===== src/rtl/rv_trap_ctrl.sv =====
// rtl/rv_trap_ctrl.sv - M-mode trap controller: irq/exception priority, trap CSRs, pipeline redirect
// Optional feature macro RV_TRAP_VECTOR_EN: writable mtvec mode with vectored interrupt targets.
module rv_trap_ctrl #(
  parameter int              XLEN         = 32,
  parameter int              NUM_PLAT_IRQ = 4,
  parameter logic [XLEN-1:0] MTVEC_RST    = 'h0000_0100
) (
  input  logic                    clk,
  input  logic                    rst,
  input  logic                    instr_valid_i,
  input  logic [XLEN-1:0]         pc_i,
  input  logic [31:0]             instr_i,
  input  logic [XLEN-1:0]         mem_addr_i,
  input  logic                    access_fault_i,
  input  logic                    instr_illegal_i,
  input  logic                    ecall_i,
  input  logic                    ebreak_i,
  input  logic                    misaligned_i,
  input  logic                    mem_store_i,
  input  logic                    mret_i,
  input  logic                    soft_irq_i,
  input  logic                    timer_irq_i,
  input  logic                    ext_irq_i,
  input  logic [NUM_PLAT_IRQ-1:0] plat_irq_i,
  input  logic                    csr_we_i,
  input  logic [11:0]             csr_addr_i,
  input  logic [XLEN-1:0]         csr_wdata_i,
  output logic [XLEN-1:0]         csr_rdata_o,
  output logic                    redirect_o,
  output logic [XLEN-1:0]         redirect_pc_o,
  output logic                    irq_pending_o
);

  localparam logic [11:0] CSR_MSTATUS  = 12'h300;
  localparam logic [11:0] CSR_MIE      = 12'h304;
  localparam logic [11:0] CSR_MTVEC    = 12'h305;
  localparam logic [11:0] CSR_MSCRATCH = 12'h340;
  localparam logic [11:0] CSR_MEPC     = 12'h341;
  localparam logic [11:0] CSR_MCAUSE   = 12'h342;
  localparam logic [11:0] CSR_MTVAL    = 12'h343;
  localparam logic [11:0] CSR_MIP      = 12'h344;

  typedef enum logic {S_RUN, S_REDIR} state_t;

  state_t          r_state;
  logic            r_mstatus_mie;
  logic            r_mstatus_mpie;
  logic [XLEN-1:0] r_mie;
  logic [XLEN-1:0] r_mtvec;
  logic [XLEN-1:0] r_mepc;
  logic [XLEN-1:0] r_mcause;
  logic [XLEN-1:0] r_mtval;
  logic [XLEN-1:0] r_mscratch;

  logic [XLEN-1:0] w_mip;
  logic [XLEN-1:0] w_mie_mask;
  logic [XLEN-1:0] w_pend;
  logic [XLEN-1:0] w_mstatus;
  logic            w_irq;
  logic [4:0]      w_irq_cause;
  logic            w_exc;
  logic [4:0]      w_exc_cause;
  logic [XLEN-1:0] w_exc_tval;
  logic [4:0]      w_cause;
  logic            w_take;
  logic            w_trap;
  logic            w_mret;
  logic [XLEN-1:0] w_base;
  logic [XLEN-1:0] w_trap_pc;
  logic [XLEN-1:0] w_mtvec_wr;

  always_comb begin
    w_mip         = '0;
    w_mie_mask    = '0;
    w_mip[3]      = soft_irq_i;
    w_mip[7]      = timer_irq_i;
    w_mip[11]     = ext_irq_i;
    w_mie_mask[3]  = 1'b1;
    w_mie_mask[7]  = 1'b1;
    w_mie_mask[11] = 1'b1;
    for (int i = 0; i < NUM_PLAT_IRQ; i++) begin
      w_mip[16+i]      = plat_irq_i[i];
      w_mie_mask[16+i] = 1'b1;
    end
  end

  assign w_pend        = w_mip & r_mie;
  assign irq_pending_o = |w_pend;
  assign w_irq         = irq_pending_o & r_mstatus_mie;

  // Later assignments override earlier ones, so the lowest plat index and then MEI win.
  always_comb begin
    w_irq_cause = 5'd0;
    for (int i = NUM_PLAT_IRQ - 1; i >= 0; i--) begin
      if (w_pend[16+i]) w_irq_cause = 5'(16 + i);
    end
    if (w_pend[7])  w_irq_cause = 5'd7;
    if (w_pend[3])  w_irq_cause = 5'd3;
    if (w_pend[11]) w_irq_cause = 5'd11;
  end

  assign w_exc = access_fault_i | instr_illegal_i | ecall_i | ebreak_i | misaligned_i;

  always_comb begin
    w_exc_cause = 5'd0;
    w_exc_tval  = '0;
    if (access_fault_i) begin
      w_exc_cause = 5'd1;
      w_exc_tval  = pc_i;
    end else if (instr_illegal_i) begin
      w_exc_cause = 5'd2;
      w_exc_tval  = XLEN'(instr_i);
    end else if (ecall_i) begin
      w_exc_cause = 5'd11;
    end else if (ebreak_i) begin
      w_exc_cause = 5'd3;
      w_exc_tval  = pc_i;
    end else if (misaligned_i) begin
      w_exc_cause = mem_store_i ? 5'd6 : 5'd4;
      w_exc_tval  = mem_addr_i;
    end
  end

  assign w_cause = w_irq ? w_irq_cause : w_exc_cause;
  assign w_take  = (r_state == S_RUN) && instr_valid_i;
  assign w_trap  = w_take && (w_irq || w_exc);
  assign w_mret  = w_take && mret_i && !w_irq && !w_exc;
  assign w_base  = {r_mtvec[XLEN-1:2], 2'b00};

`ifdef RV_TRAP_VECTOR_EN
  assign w_trap_pc  = (w_irq && r_mtvec[1:0] == 2'b01) ? w_base + (XLEN'(w_irq_cause) << 2) : w_base;
  assign w_mtvec_wr = {csr_wdata_i[XLEN-1:2], (csr_wdata_i[1:0] == 2'b01) ? 2'b01 : 2'b00};
`else
  assign w_trap_pc  = w_base;
  assign w_mtvec_wr = {csr_wdata_i[XLEN-1:2], 2'b00};
`endif

  always_comb begin
    w_mstatus        = '0;
    w_mstatus[12:11] = 2'b11;
    w_mstatus[7]     = r_mstatus_mpie;
    w_mstatus[3]     = r_mstatus_mie;
  end

  always_comb begin
    csr_rdata_o = '0;
    case (csr_addr_i)
      CSR_MSTATUS:  csr_rdata_o = w_mstatus;
      CSR_MIE:      csr_rdata_o = r_mie;
      CSR_MTVEC:    csr_rdata_o = r_mtvec;
      CSR_MSCRATCH: csr_rdata_o = r_mscratch;
      CSR_MEPC:     csr_rdata_o = r_mepc;
      CSR_MCAUSE:   csr_rdata_o = r_mcause;
      CSR_MTVAL:    csr_rdata_o = r_mtval;
      CSR_MIP:      csr_rdata_o = w_mip;
      default:      csr_rdata_o = '0;
    endcase
  end

  // CSR writes are issued first so trap/MRET assignments below override them.
  always_ff @(posedge clk) begin
    if (rst) begin
      r_state        <= S_RUN;
      r_mstatus_mie  <= 1'b0;
      r_mstatus_mpie <= 1'b0;
      r_mie          <= '0;
      r_mtvec        <= MTVEC_RST;
      r_mepc         <= '0;
      r_mcause       <= '0;
      r_mtval        <= '0;
      r_mscratch     <= '0;
      redirect_o     <= 1'b0;
      redirect_pc_o  <= '0;
    end else begin
      case (r_state)
        S_RUN: begin
          redirect_o <= 1'b0;
          if (csr_we_i) begin
            case (csr_addr_i)
              CSR_MSTATUS: begin
                r_mstatus_mie  <= csr_wdata_i[3];
                r_mstatus_mpie <= csr_wdata_i[7];
              end
              CSR_MIE:      r_mie      <= csr_wdata_i & w_mie_mask;
              CSR_MTVEC:    r_mtvec    <= w_mtvec_wr;
              CSR_MSCRATCH: r_mscratch <= csr_wdata_i;
              CSR_MEPC:     r_mepc     <= {csr_wdata_i[XLEN-1:2], 2'b00};
              CSR_MCAUSE:   r_mcause   <= csr_wdata_i;
              CSR_MTVAL:    r_mtval    <= csr_wdata_i;
              default: ;
            endcase
          end
          if (w_trap) begin
            r_mepc         <= pc_i;
            r_mcause       <= {w_irq, {(XLEN-6){1'b0}}, w_cause};
            r_mtval        <= w_irq ? '0 : w_exc_tval;
            r_mstatus_mpie <= r_mstatus_mie;
            r_mstatus_mie  <= 1'b0;
            redirect_o     <= 1'b1;
            redirect_pc_o  <= w_trap_pc;
            r_state        <= S_REDIR;
          end else if (w_mret) begin
            r_mstatus_mie  <= r_mstatus_mpie;
            r_mstatus_mpie <= 1'b1;
            redirect_o     <= 1'b1;
            redirect_pc_o  <= r_mepc;
            r_state        <= S_REDIR;
          end
        end
        S_REDIR: begin
          redirect_o <= 1'b0;
          r_state    <= S_RUN;
        end
        default: r_state <= S_RUN;
      endcase
    end
  end

endmodule

===== config.mk =====
export PLATFORM = sky130hd
export DESIGN_NAME = rv_trap_ctrl
export DESIGN_NICKNAME = d
export VERILOG_FILES = /design/src/rtl/rv_trap_ctrl.sv
export SDC_FILE = /design/constraint.sdc
export NUM_CORES = 1
export LEC_CHECK = 0
export CORE_ASPECT_RATIO = 0.7
export CORE_UTILIZATION = 55
export DETAILED_ROUTE_END_ITERATION = 8
export PLACE_DENSITY = 0.87
export SYNTH_ARGS = -nofsm -noshare
export SYNTH_HDL_FRONTEND = slang
export SYNTH_SLANG_ARGS = --single-unit

===== constraint.sdc =====
create_clock -name clk -period 5 [get_ports clk]
set_input_delay 0.75 -clock clk [delete_from_list [all_inputs] [get_ports clk]]
set_output_delay 0.75 -clock clk [all_outputs]
set_load 0.02 [all_outputs]

* Word level (Yosys, flattened, before mapping) *
Index checks and enable logic that the tools add are counted.

word-level totals
  output and inout bits = 66
  logic and storage cells = 92
  bits of input ports = 158
  bits in registers = 200

cells by class
  muxes and demuxes = 43
  bitwise operators = 7
  equality and inequality tests = 8
  reduce and logical (&&, ||, !) cells = 24

operators with widths
  operator                                          number
  2-to-1 mux 32 bit                                 17
  case mux 32 bit (8 select lines)                  1
  == test 12 x 10 -> 1 bit (second input constant)  8
  2-to-1 mux 5 bit                                  8
  OR reduction 32 bit                               1
  AND reduction 3 bit                               7
  bitwise AND 20 bit                                1
  2-to-1 mux 4 bit                                  3
  2-to-1 mux 1 bit                                  10
  nonzero test 2 bit                                5
  2-to-1 mux 3 bit                                  2
  nonzero test 3 bit                                2
  logical AND 1 bit                                 5
  OR 1 bit                                          4
  logical NOT 1 bit                                 2
  2-to-1 mux 2 bit                                  1
  case mux 1 bit (2 select lines)                   1
  AND reduction 2 bit                               1
  bitwise AND 1 bit                                 1
  logical OR 1 bit                                  1
  NOT 1 bit                                         1

* Logic depth before layout (Yosys ltp) *
Gate-level depths: netlist (run 1).

  word-level depth = 10
  depth in mapped cells = 8
  mapped depth without buffers = 5

* Worst setup path before layout (run 1) *
No wires, ideal clock.

  path kind = input -> output
  start point = input port csr_addr_i[11]
  end point = output port csr_rdata_o[22]
  setup slack = 1.723 ns
  buffers on the path = 2
  arrival = 2.527 ns
  required time = 4.250 ns
  stages on the path = 7
  cells stage by stage = or4b_1 -> buf_2 -> nor2_1 -> nand2_1 -> nor2_1 -> buf_2 -> a221o_1

between the ends
  longest elaborated chain between the ends = 2
  elaborated cells between the ends (all ways) = 9
  those cells by class = eq/ne (8); mux (1)

ends and longest elaborated chain
  what                                  RTL line  RTL
  from (decl)                           26        input logic [11:0] csr_addr_i,
  == test 12 x 10 -> 1 bit              147       case (csr_addr_i)
  case mux 32 bit (8 select lines) (*)  147
  to (decl)                             28        output logic [XLEN-1:0] csr_rdata_o,

Every way passes the cells marked *; elsewhere a longest branch is shown, timed or not.

* Final worst setup path (run 1) *
  start point = input port csr_addr_i[11]
  end point = output port csr_rdata_o[17]

Same word-level chain as after synthesis.

==> flow_summary.json, run 1 <==
{
  "pin_count": 224,
  "h-tree-depth": 4,
  "fin_crit_ps": 4530,
  "synthAdderAreaFrac": 0,
  "first_pass_iters": 9,
  "ant_nets": 0,
  "skew_ps": 7.97,
  "synth_top_family_by_area": "compound AO/OA/AOI/OAI gates",
  "max_freq_mhz": 221,
  "clk_latency_ps": 440,
  "synth_edf_count": 0,
  "p_per_area_mw_per_mm2": 281,
  "synth_top_area_cell": "dfxtp_1",
  "initial_core_util": 0.568,
  "finalCritPeriodShare": 0.906,
  "drt_iter0_markers": 1496,
  "antenna_cells": 0,
  "start_kind": "input pin",
  "synth_top_area_frac": 0.407,
  "synthMuxAreaShare": 0.0457,
  "ir_drop_mv": 0.188,
  "synth-compound-area-share": 0.266,
  "portBuffers": 223,
  "syn_inst": 1256,
  "grt_pass1_wl_um": 55600,
  "hold_depth": 2,
  "cts_setup_buffers": 0,
  "worstMarginPinSlew_ps": 1060,
  "outcome": "completed",
  "cp-end-kind": "output port",
  "max_stage_delay_ps": 670,
  "seq_area_frac_synth": 0.407,
  "synth-seq-cells": 200,
  "die_w_um": 162,
  "drive_gt1_frac": 0.0791,
  "cts-root-buf": "clkbuf_16",
  "r2r-start": "r_mie[7]",
  "hold_viol": 0,
  "wl_per_cell_um": 21.6,
  "cts_hold_repair.buffers": 0,
  "p_leak_nw": 4.35,
  "routabilityCongestion": 0.909,
  "reg2reg_depth": 7,
  "cts-buffers-inserted": 17,
  "final-setup-viol-count": 0,
  "path_common_cell": "clkdlybuf4s50_1",
  "rsz0062_at_grt": "false",
  "grt_usage": 0.387,
  "core_mm2": 0.0173,
  "cts_sinks": 200,
  "nets": 1575,
  "area_delta_synth_final_pct": 29.2,
  "setup_slack_ps": 469,
  "syn_area_per_cell_um2": 7.83,
  "ctsLongestPathBuffers": 2,
  "cap_violations": 0,
  "drc": 0,
  "pre_cts_ws_ps": 540,
  "synth_top_flop_cell": "dfxtp_1",
  "ys_warn_count": 0,
  "path_class": "in2out",
  "cp-startpoint": "csr_addr_i[11]",
  "die_h_um": 114,
  "synthSimpleGateAreaFrac": 0.227,
  "post_cts_resized": 0,
  "rows": 40,
  "routed_wl_um": 35800,
  "clk_pin_slew_ps": 60,
  "antenna_found_initial": 0,
  "syn_area_mm2": 0.00983,
  "hp-class": "reg2reg",
  "ys_top_cells_by_area": "dfxtp_1 (41%), nand2_1 (12%), a21oi_1 (5.0%), o21ai_0 (3.9%), mux2i_1 (3.8%)",
  "cpMaxStageDelayCell": "or4b_1",
  "synth_fp_nets": 1414,
  "cts_tree": "yes",
  "hp-start": "r_mcause[23]",
  "crit_required_ps": 4250,
  "grt_pass1_vias": 10300,
  "place_hpwl_um": 23100,
  "slew_violations": 0,
  "slew_headroom": 0.295,
  "overflow": 0,
  "worstPathArrival_ps": 3780,
  "synth-xor-area-share": 0,
  "async_flop_share": 0,
  "finalSetupTns_ps": 0,
  "worstPathCellList": "clkdlybuf4s50_1 -> or4b_1 -> buf_4 -> nor4_4 -> buf_12 -> a222oi_1 -> o21ai_0 -> clkdlybuf4s50_1",
  "synth_cell_types": 61,
  "dieArea_mm2": 0.0184,
  "num_vias": 10800,
  "vias_per_cell": 6.52,
  "crit_path_max_fanout": 40,
  "grt_max_degree": 86
}
flip-flops by register name, summed over array words and instances (netlist names):
name / flops
r_mcause: 32
r_mepc: 32
r_mie: 7
r_mscratch: 32
r_mstatus_mie: 1
r_mstatus_mpie: 1
r_mtval: 32
r_mtvec: 30
r_state: 1
redirect_pc_o: 32
cell type report:
class                           instances  area [µm²]
Clock inverter                          8        73.8
Sequential cell                       200        4000
Clock buffer                           22         464
Fill cell                            1364        4620
Timing Repair Buffer                  256        2520
Inverter                                4        15.0
Tap cell                              231         289
Multi-Input combinational cell        938        5330
cells in the mapped netlist (all sizes together), types with 2 or more instances:
library cell    n
or2            29
buf            38
o311a           2
a221oi          2
nor2           80
nor4            3
nand3          38
nor3            4
o2bb2ai         3
nor2b           7
a21oi          99
mux2            7
nand2b          5
a32oi           2
inv             3
a311oi         36
a31o            2
nand4           6
clkbuf         76
o21ai          88
o22ai           4
a211oi         30
a221o          26
and2            5
a22o            5
nand2         319
or4b            2
nor4b           2
a22oi           8
mux2i          37
and3            4
a222oi         34
o211ai          4
dfxtp         200
o221ai          2
o211a           3
a31oi          31
cell families (layout without fill, tap and decap cells):
| kind of cell | count (synthesis) | in the layout |
|---|---|---|
| DFF | 200 | 200 |
| buffers and inverters | 118 | 290 |
| AOI/OAI and AO/OA | 384 | 384 |
| and+or+nand+nor | 510 | 510 |
| muxes | 44 | 44 |
worst max-delay path: cells and delay by family:
kind / cells / cell delay, ps
compound gates: 2 / 340
simple gates: 2 / 1080
buf+inv: 4 / 1610
cells in the final DEF (no fill, tap or decap), types with 6 or more instances in the layout:
cell type,n
buf_4,30
nand4_1,6
a211oi_1,29
mux2_2,7
a21oi_1,99
dfxtp_1,200
clkbuf_16,17
a31oi_1,31
mux2i_1,37
a22oi_1,8
a222oi_1,34
a311oi_1,36
nand2_1,317
o21ai_0,76
a221o_1,26
nor2_1,79
clkdlybuf4s50_1,221
o21ai_1,12
nand3_1,37
or2_2,24
layer usage:
layer / track usage / part of all wire
met5: 0 / 0
met4: 0.179 / 0.028
met1: 0.525 / 0.40
met2: 0.604 / 0.44
met3: 0.0640 / 0.13
final timing paths:
kind,end,slack [ps]
max,csr_rdata_o[17],470
min,r_mcause[23],450
max reg2reg,r_mtval[16],2240
min reg2reg,r_mcause[23],450
power breakdown:
part / switching (mW) / total [mW] / internal [mW]
Clock: 0.600 / 1.31 / 0.706
Combinational: 0.306 / 0.559 / 0.253
Sequential: 0.0472 / 1.71 / 1.66
Total: 0.953 / 3.57 / 2.62
stage by stage:
| stage | std cells | cell area, µm² | util | power (mW) | hold WS (ps) |
|---|---|---|---|---|---|
| after floorplan | 1256 | 9830 | - | 2.01 | 429 |
| after detailed placement | 1629 | 12200 | 0.702 | 2.29 | 444 |
| after global routing | 1659 | 12700 | 0.733 | 3.68 | 476 |
| after global placement | 1629 | 12200 | 0.702 | 2.27 | 436 |
| final | 1659 | 12700 | 0.733 | 3.57 | 451 |
| after CTS | 1659 | 12700 | 0.733 | 3.55 | 455 |
(Power assumes the default switching activity.)
==> inputs of run 2 (changes only) <==
CTS_CLUSTER_DIAMETER = 80   (was not set)
==> results of run 2 <==
Same layout as run 1: the final DEF is identical, and so are final timing and power.
==> inputs of run 3 (changes only) <==
ABC_AREA = 0   (was not set)
CTS_CLUSTER_SIZE = 28   (was not set)
==> results of run 3 <==
Same layout as run 1: the final DEF is identical, and so are final timing and power.
